--- src/rtl/rapid_pkg.sv ---
// Shared types and constants for the rapid core memory path: cache port
// encodings, arbiter state/grant enums and the funct3 access-size codes.
package rapid_pkg;

    localparam int WORD_WIDTH = 4;

    typedef enum logic {
        CACHE_READ  = 1'b0,
        CACHE_WRITE = 1'b1
    } cache_rw_t;

    typedef enum logic [1:0] {
        CACHE_NOP,
        QUARTER_WORD,
        HALF_WORD,
        WORD
    } cache_operation_t;

    typedef enum logic [1:0] {
        ARB_IDLE,
        ARB_IF_BUSY,
        ARB_MEM_BUSY,
        ARB_RESP
    } arb_state_t;

    typedef enum logic {
        GRANT_IF,
        GRANT_MEM
    } arb_grant_t;

    localparam logic [2:0] F3_B  = 3'b000;
    localparam logic [2:0] F3_H  = 3'b001;
    localparam logic [2:0] F3_W  = 3'b010;
    localparam logic [2:0] F3_BU = 3'b100;
    localparam logic [2:0] F3_HU = 3'b101;

    function automatic cache_operation_t f3_to_op(input logic [2:0] f3);
        case (f3)
            F3_B, F3_BU: return QUARTER_WORD;
            F3_H, F3_HU: return HALF_WORD;
            default:     return WORD;
        endcase
    endfunction

endpackage

--- src/rtl/rapid_load_align.sv ---
// Picks the addressed byte/half out of an aligned word and sign- or
// zero-extends it according to the load funct3.
module rapid_load_align
    import rapid_pkg::*;
#(
    parameter int DATA_W = WORD_WIDTH * 8
) (
    input  logic [2:0]        funct3,
    input  logic [1:0]        addr,
    input  logic [DATA_W-1:0] rdata,
    output logic [DATA_W-1:0] data
);

    logic [7:0]  byte_sel;
    logic [15:0] half_sel;

    always_comb begin
        byte_sel = rdata[{addr, 3'b000} +: 8];
        half_sel = addr[1] ? rdata[31:16] : rdata[15:0];
        data     = rdata;
        case (funct3)
            F3_B:    data = {{(DATA_W-8){byte_sel[7]}}, byte_sel};
            F3_BU:   data = {{(DATA_W-8){1'b0}}, byte_sel};
            F3_H:    data = {{(DATA_W-16){half_sel[15]}}, half_sel};
            F3_HU:   data = {{(DATA_W-16){1'b0}}, half_sel};
            default: data = rdata;
        endcase
    end

endmodule

--- src/rtl/rapid_mem_arbiter.sv ---
// Shares the single cache port between instruction fetch and load/store,
// one request/response transaction at a time, round-robin on ties.
module rapid_mem_arbiter
    import rapid_pkg::*;
#(
    parameter int ADDR_W = 32,
    parameter int DATA_W = WORD_WIDTH * 8
) (
    input  logic                  clk,
    input  logic                  reset,
    input  logic                  if_req,
    input  logic [ADDR_W-1:0]     if_addr,
    output logic                  if_ack,
    output logic [DATA_W-1:0]     if_rdata,
    input  logic                  mem_req,
    input  cache_rw_t             mem_rw,
    input  logic [2:0]            mem_funct3,
    input  logic [ADDR_W-1:0]     mem_addr,
    input  logic [DATA_W-1:0]     mem_wdata,
    output logic                  mem_ack,
    output logic [DATA_W-1:0]     mem_rdata,
    output logic                  mem_fault,
    output logic                  cache_req,
    output cache_rw_t             cache_rw,
    output cache_operation_t      cache_op,
    output logic [ADDR_W-1:0]     cache_addr,
    output logic [DATA_W-1:0]     cache_wdata,
    input  logic [DATA_W-1:0]     cache_rdata,
    input  logic                  cache_done
);

    arb_state_t       state, state_n;
    arb_grant_t       last_grant, grant_q;
    logic             fault_q;
    logic [ADDR_W-1:0] addr_q;
    cache_rw_t        rw_q;
    cache_operation_t op_q;
    logic [DATA_W-1:0] wdata_q;
    logic [2:0]       f3_q;

    logic             grant_if, grant_mem, mem_illegal, busy;
    logic [DATA_W-1:0] store_lanes, load_data;

    // On a tie the port that did not win last time goes first.
    assign grant_if  = if_req  && (!mem_req || last_grant == GRANT_MEM);
    assign grant_mem = mem_req && (!if_req  || last_grant == GRANT_IF);

    always_comb begin
        mem_illegal = 1'b0;
        case (mem_funct3)
            F3_B:    mem_illegal = 1'b0;
            F3_H:    mem_illegal = mem_addr[0];
            F3_W:    mem_illegal = |mem_addr[1:0];
            F3_BU:   mem_illegal = (mem_rw == CACHE_WRITE);
            F3_HU:   mem_illegal = (mem_rw == CACHE_WRITE) || mem_addr[0];
            default: mem_illegal = 1'b1;
        endcase
    end

    always_comb begin
        store_lanes = mem_wdata;
        case (mem_funct3)
            F3_B:    store_lanes = {(DATA_W/8){mem_wdata[7:0]}};
            F3_H:    store_lanes = {(DATA_W/16){mem_wdata[15:0]}};
            default: store_lanes = mem_wdata;
        endcase
    end

    always_comb begin
        state_n = state;
        case (state)
            ARB_IDLE: begin
                if (grant_if)
                    state_n = ARB_IF_BUSY;
                else if (grant_mem)
                    state_n = mem_illegal ? ARB_RESP : ARB_MEM_BUSY;
            end
            ARB_IF_BUSY, ARB_MEM_BUSY: if (cache_done) state_n = ARB_RESP;
            ARB_RESP: state_n = ARB_IDLE;
            default:  state_n = ARB_IDLE;
        endcase
    end

    rapid_load_align #(.DATA_W(DATA_W)) u_load_align (
        .funct3 (f3_q),
        .addr   (addr_q[1:0]),
        .rdata  (cache_rdata),
        .data   (load_data)
    );

    always_ff @(posedge clk) begin
        if (reset) begin
            state      <= ARB_IDLE;
            last_grant <= GRANT_IF;
            grant_q    <= GRANT_IF;
            fault_q    <= 1'b0;
            addr_q     <= '0;
            rw_q       <= CACHE_READ;
            op_q       <= CACHE_NOP;
            wdata_q    <= '0;
            f3_q       <= '0;
            if_rdata   <= '0;
            mem_rdata  <= '0;
        end else begin
            state <= state_n;
            if (state == ARB_IDLE && grant_if) begin
                last_grant <= GRANT_IF;
                grant_q    <= GRANT_IF;
                fault_q    <= 1'b0;
                addr_q     <= if_addr & ~ADDR_W'(3);
                rw_q       <= CACHE_READ;
                op_q       <= WORD;
                wdata_q    <= '0;
                f3_q       <= F3_W;
            end else if (state == ARB_IDLE && grant_mem) begin
                last_grant <= GRANT_MEM;
                grant_q    <= GRANT_MEM;
                fault_q    <= mem_illegal;
                addr_q     <= mem_addr;
                rw_q       <= mem_rw;
                op_q       <= f3_to_op(mem_funct3);
                wdata_q    <= store_lanes;
                f3_q       <= mem_funct3;
                if (mem_illegal) mem_rdata <= '0;
            end
            if (state == ARB_IF_BUSY && cache_done)
                if_rdata <= cache_rdata;
            // Stores report zero data so the pipeline never sees stale loads.
            if (state == ARB_MEM_BUSY && cache_done)
                mem_rdata <= (rw_q == CACHE_READ) ? load_data : '0;
        end
    end

    assign busy        = (state == ARB_IF_BUSY) || (state == ARB_MEM_BUSY);
    assign cache_req   = busy;
    assign cache_op    = busy ? op_q : CACHE_NOP;
    assign cache_rw    = rw_q;
    assign cache_addr  = addr_q;
    assign cache_wdata = wdata_q;
    assign if_ack      = (state == ARB_RESP) && (grant_q == GRANT_IF);
    assign mem_ack     = (state == ARB_RESP) && (grant_q == GRANT_MEM);
    assign mem_fault   = mem_ack && fault_q;

endmodule

--- config.mk ---
export PLATFORM = sky130hd
export DESIGN_NAME = rapid_mem_arbiter
export DESIGN_NICKNAME = d
export VERILOG_FILES = /design/src/rtl/rapid_pkg.sv /design/src/rtl/rapid_load_align.sv /design/src/rtl/rapid_mem_arbiter.sv
export SDC_FILE = /design/constraint.sdc
export NUM_CORES = 1
export LEC_CHECK = 0
export CAP_MARGIN = 5
export CORE_ASPECT_RATIO = 0.9
export CORE_MARGIN = 5
export CORE_UTILIZATION = 46
export CTS_CLUSTER_SIZE = 8
export DETAILED_ROUTE_END_ITERATION = 8
export PLACE_DENSITY_LB_ADDON = 0.05
export SYNTH_ARGS = -nofsm -noshare
export SYNTH_HDL_FRONTEND = slang
export SYNTH_HIERARCHICAL = 1
export SYNTH_SLANG_ARGS = --single-unit
--- constraint.sdc ---
create_clock -name clk -period 3.3 [get_ports clk]
set_clock_uncertainty 0.1 [all_clocks]
set_input_delay 0.66 -clock clk [delete_from_list [all_inputs] [get_ports clk]]
set_output_delay 0.66 -clock clk [all_outputs]
set_load 0.1 [all_outputs]
==> impl_metrics.tcl, run 1 <==
set metrics [dict create \
    status "finished, final reports clean" \
    leakagePower_nw 3.70 \
    crit_arrival_ns 1.80 \
    cts.htree.levels 4 \
    slowest_stage "dfxtp_1" \
    n_antenna_cell 0 \
    die_h_um 120 \
    crit_path_end_kind "primary output" \
    cp_top_family "flip-flops" \
    yosys.cell_count.top_type "nand2_1" \
    power.density_nw_per_um2 945 \
    drtIter0Drc 494 \
    cp.required_ns 2.54 \
    synth_top_cell_by_area "dfxtp_1" \
    post_cts_resized 0 \
    wl_per_cell_um 18.4 \
    path_buf_inv 1 \
    synth_top_area_share_pct 44.6 \
    clock_latency_ns 0.42 \
    multi_input_area_um2 3120 \
    pre_cts_ws_ns 0.392 \
    clock_path_buffers 2 \
    coreArea_um2 13300 \
    portBuffers 269 \
    ys_ff_latch 138 \
    viasPerCell 5.47 \
    ir_worst_vdd_uv 549 \
    cap_viol_max_count 0 \
    cts_tree "yes" \
    drcViolationCount 0 \
    first_global_vias 6052 \
    antenna_found_initial 0 \
    netlist_instances 685 \
    async_reset_ff_share_pct 0 \
    cts_made_buffers 17 \
    cpPeakStageDelay_ns 0.95 \
    synth-seq-area-share_pct 44.6 \
    setup_viol_count_final 0 \
    synth_common_cells "nand2_1, dfxtp_1, a21oi_1" \
    finish.utilization_pct 69.4 \
    drv_slew 0 \
    boundaryPins 272 \
    drive_gt1_share_pct 26.3 \
    layout_setup_ws_ns 0.736 \
    r2r_start "f3_q[1]" \
    cp_cell_sequence "buf_4" \
    cts_setup_buffers 0 \
    fillers 1055 \
    rows 40 \
    register_area_um2 2760 \
    hold_buffers 0 \
    fmax_mhz 390 \
    yosysUniqueCellTypes 48 \
    min_period_ns 2.56 \
    cts-root-buf "clkbuf_16" \
    wl_um 20500 \
    finalNonFillerCells 1112 \
    grt_pass1_wl_um 32100 \
    syn_to_final_growth_pct 48.7 \
    grt.total_usage_pct 25.2 \
    synth_edf_count 0 \
    place_inst 1080 \
    synth_ff_type "dfxtp_1" \
    final_nets 1072 \
    routabilityCongestion 0.859 \
    grt_setup_unrepaired "no" \
    initial_core_util_pct 46.7 \
    worst_pin_slew_ns 1.05 \
    min_from "cache_addr[10]" \
    synthesis.area_um2 6190 \
    slew-limit-headroom_pct 30.1 \
    crit_start "cache_addr[1]" \
    yosys_warnings 6 \
    clkTransAtPathRegs_ns 0.06 \
    hold_path_class "reg -> reg" \
    grt_max_degree 56 \
    dpl.hpwl_um 15200 \
    fin_tns_setup_ns 0 \
    critical_path.startpoint_type "flop" \
    crit_path_max_fanout 23 \
    vias 6084 \
    die_x_um 132 \
    hold_violations 0 \
    dieArea_um2 15900 \
    grt-ovfl-total 0 \
    clock-sinks 138 \
    syn_avg_cell_area_um2 9.04 \
    synthTopCellsByArea "dfxtp_1, nand2_1, a21oi_1" \
    finalCritPeriodShare_pct 77.7 \
    ant_nets 0 \
    firstDrtPassIters 5 \
    crit_type "reg -> out" \
    synth_nets 826 \
]
cell usage in the layout, fill, tap and decap left out, types with 4 or more instances in the layout:
master and n:
nand2_1 150, buf_4 150, dfxtp_1 138, clkdlybuf4s50_1 133, a21oi_1 71, mux2i_1 31
a22o_2 30, a22oi_1 30, o21ai_0 30, nor2_1 21, clkbuf_16 17, nor2b_1 14
a211oi_1 14, a2bb2oi_2 14, o211ai_1 8, a221o_1 6, a2bb2oi_1 6, inv_1 5
and2_1 5, o221ai_1 5, o21a_1 4, a22o_1 4, ha_1 4, bufinv_16 4
clkinv_4 4, mux2_2 4
flip-flops by register name, indices dropped and copies added (netlist names):
signal,flops
cache_addr,32
cache_rw,1
op_q,2
grant_q,1
state,2
f3_q,3
if_rdata,32
mem_rdata,32
fault_q,1
cache_wdata,32
area by class of cell:
type                       instances  share of cell area, %
clock buffer                      18                   4.77
sequential                       138                   30.0
tap                              168                   2.28
inverter                           6                  0.245
clock inverter                    14                   2.13
timing repair buffer             284                   26.7
multi-input combinational        484                   33.8
per-layer routing:
| metal | vias up | routed length [um] | GRT usage, % |
|---|---|---|---|
| met5 | - | 0 | 0 |
| met4 | 0 | 478 | 9.35 |
| met3 | 29 | 1880 | 9.39 |
| met2 | 264 | 10000 | 42.6 |
| met1 | 2835 | 8080 | 29.3 |
| li1 | 2956 | - | - |
power by group:
group	total, mW	leakage [nW]	internal, mW	switching, mW
clock network	2.04	0.302	1.29	0.757
logic	4.44	2.27	1.11	3.32
registers	2.22	1.13	1.99	0.229
stage by stage:
stage / hold slack (ns) / total power [mW] / instance area (um2)
6_report: 0.351 / 8.70 / 9210
5_1_grt: 0.376 / 9.06 / 9210
4_1_cts: 0.356 / 8.74 / 9210
3_5_place_dp: 0.343 / 6.69 / 8570
3_3_place_gp: 0.340 / 6.62 / 8570
2_1_floorplan: 0.332 / 5.72 / 6190
worst min-delay path, stage by stage, from the launching register on:
cell and delay [ns]:
dfxtp_1 0.32, nand2_1 0.04, o21ai_0 0.05
path summary, 6_finish.rpt:
path / endpoint / slack [ns] / cells after the start
setup / recovery: cache_addr[1] / 0.74 / 1
hold / removal: cache_addr[10] / 0.35 / 2
setup reg to reg: mem_rdata[28] / 0.93 / 5
hold reg to reg: cache_addr[10] / 0.35 / 2
logic make-up after synthesis:
group                      share of synthesized area, %
and+or+nand+nor                                    14.4
muxes                                              5.98
adders and majority gates                         0.808
buffers and inverters                              5.19
DFF                                                44.6
AOI/OAI and AO/OA                                  29.0
No activity file was read; power rests on OpenSTA's default activity.
==> inputs of run 2 (changes only) <==
--- a/config.mk
+++ b/config.mk
@@ -8,7 +8,7 @@
 export CAP_MARGIN = 5
 export CORE_ASPECT_RATIO = 0.9
 export CORE_MARGIN = 5
-export CORE_UTILIZATION = 46
+export CORE_UTILIZATION = 38
 export CTS_CLUSTER_SIZE = 8
 export DETAILED_ROUTE_END_ITERATION = 8
 export PLACE_DENSITY_LB_ADDON = 0.05
==> constraint.sdc (replaced) <==
create_clock -name clk -period 2.2 [get_ports clk]
set_clock_uncertainty 0.1 [all_clocks]
set_input_delay 0.44 -clock clk [delete_from_list [all_inputs] [get_ports clk]]
set_output_delay 0.44 -clock clk [all_outputs]
set_load 0.1 [all_outputs]
==> impl_metrics.tcl, run 2 (synthesis gave the netlist of run 1 again) <==
set metrics [dict create \
    hold_path_depth 2 \
    status "finished, final reports clean" \
    ir_worst_vdd_uv 722 \
    cts_made_buffers 17 \
    cp.required_ns 1.66 \
    coreArea_um2 16100 \
    finalCritPeriodShare_pct 94.0 \
    cts-root-buf "clkbuf_16" \
    grt-ovfl-total 0 \
    dpl.hpwl_um 16500 \
    placed_cell_area_um2 9070 \
    p_clk_share_pct 23.0 \
    initial_core_util_pct 38.5 \
    antenna_found_initial 0 \
    p_comb_share_pct 52.4 \
    crit_path_max_fanout 6 \
    drive_gt1_share_pct 29.4 \
    intPower_mw 6.97 \
    setup_viol_count_final 0 \
    hold_buffers 0 \
    leakagePower_nw 3.92 \
    slew-limit-headroom_pct 65.0 \
    grt_setup_unrepaired "no" \
    drcViolationCount 0 \
    viasPerCell 5.26 \
    vias 6213 \
    die_x_um 145 \
    cts.htree.levels 4 \
    finish.utilization_pct 60.5 \
    grt_pass1_wl_um 34000 \
    hold_violations 0 \
    routabilityCongestion 0.885 \
    worst_r2r_path_depth 4 \
    drv_slew 0 \
    critical_path.startpoint_type "flop" \
    portBuffers 269 \
    wl_um 21600 \
    grt_max_degree 56 \
    clock_path_buffers 2 \
    switchingPower_mw 6.60 \
    layout_setup_ws_ns 0.132 \
    hold_path_class "reg -> reg" \
    netSwitchingFraction_pct 48.6 \
    clock-sinks 138 \
    layout_common_cells "buf_4, nand2_1, dfxtp_1" \
    fmax_mhz 484 \
    pre_cts_ws_ns -0.0503 \
    min_period_ns 2.07 \
    crit_type "reg -> out" \
    cts_tree "yes" \
    dieArea_um2 19000 \
    first_global_vias 6390 \
    firstDrtPassIters 5 \
    final_nets 1102 \
    die_h_um 131 \
    final_common_cell "buf_4" \
    cap_viol_max_count 0 \
    grt.total_usage_pct 22.4 \
    ant_nets 0 \
    clkTransAtPathRegs_ns 0.06 \
    wl_per_cell_um 18.3 \
    crit_arrival_ns 1.53 \
    power_mw 13.6 \
    drtIter0Drc 354 \
    syn_to_final_growth_pct 57.1 \
    power.density_nw_per_um2 1400 \
    final_area_um2 9730 \
    n_antenna_cell 0 \
    seqPwrFrac_pct 24.5 \
    boundaryPins 272 \
    rows 44 \
    crit_path_end_kind "primary output" \
    worst_pin_slew_ns 0.525 \
    clock_latency_ns 0.41 \
]
[run 2: changes by cell type in the layout (fill, tap and decap cells not counted), sizes merged]
cell / delta
buf: +30
inv: +5
clkinv: -3
clkinvlp: -2
[run 2: path summary, 6_finish.rpt]
check | start | to | slack, ns
worst max-delay path | state[1] | cache_op[1] | 0.13
worst min-delay path | cache_wdata[28] | cache_wdata[28] | 0.35
worst max register to register | cache_addr[1] | mem_rdata[2] | 0.34
worst min register to register | cache_wdata[28] | cache_wdata[28] | 0.35
[run 2: critical path: stages, from the launching register on]
cell and delay (ns):
dfxtp_2 0.35, inv_1 0.09, ha_4 0.32, and2_2 0.18
buf_12 0.18
[run 2: metal layers]
layer  wire length (um)  vias to the layer above  global-route usage [%]
met5                  0                        -                       0
met4                486                        0                    7.51
met3               2090                       31                    7.67
met2              10400                      245                    36.8
met1               8630                     2920                    27.4
li1                   -                     3017                       -
[run 2: timing repair]
item / 4_1_cts / 5_1_grt
resized for setup: 1 / 2
setup endpoints to repair: 2 / 2
gates cloned: 0 / 0
hold endpoints to repair: 0 / 0
setup buffers: 0 / 0
[run 2: layout make-up]
cell class	count	area [um2]
Sequential cell	138	2770
Timing Repair Buffer	314	2900
Clock buffer	18	439
Inverter	6	22.5
Multi-Input combinational cell	484	3130
Fill cell	1366	6340
Tap cell	207	259
Clock inverter	14	209
[run 2: power groups by stage]
stage                     clock network, mW  registers [mW]  logic (mW)
after floorplan                           0            6.31        2.28
after global placement                    0            3.34        7.02
after detailed placement                  0            3.37        7.09
after CTS                              3.18            3.33        7.15
after global routing                   3.30            3.39        7.46
final                                  3.13            3.33        7.12
[run 2: per-stage QoR]
stage | cells | setup TNS (ns) | hold slack [ns]
2_1_floorplan | 685 | 0 | 0.332
3_3_place_gp | 1149 | -0.185 | 0.339
3_5_place_dp | 1149 | -0.557 | 0.348
4_1_cts | 1181 | 0 | 0.357
5_1_grt | 1181 | 0 | 0.377
6_report | 1181 | 0 | 0.354
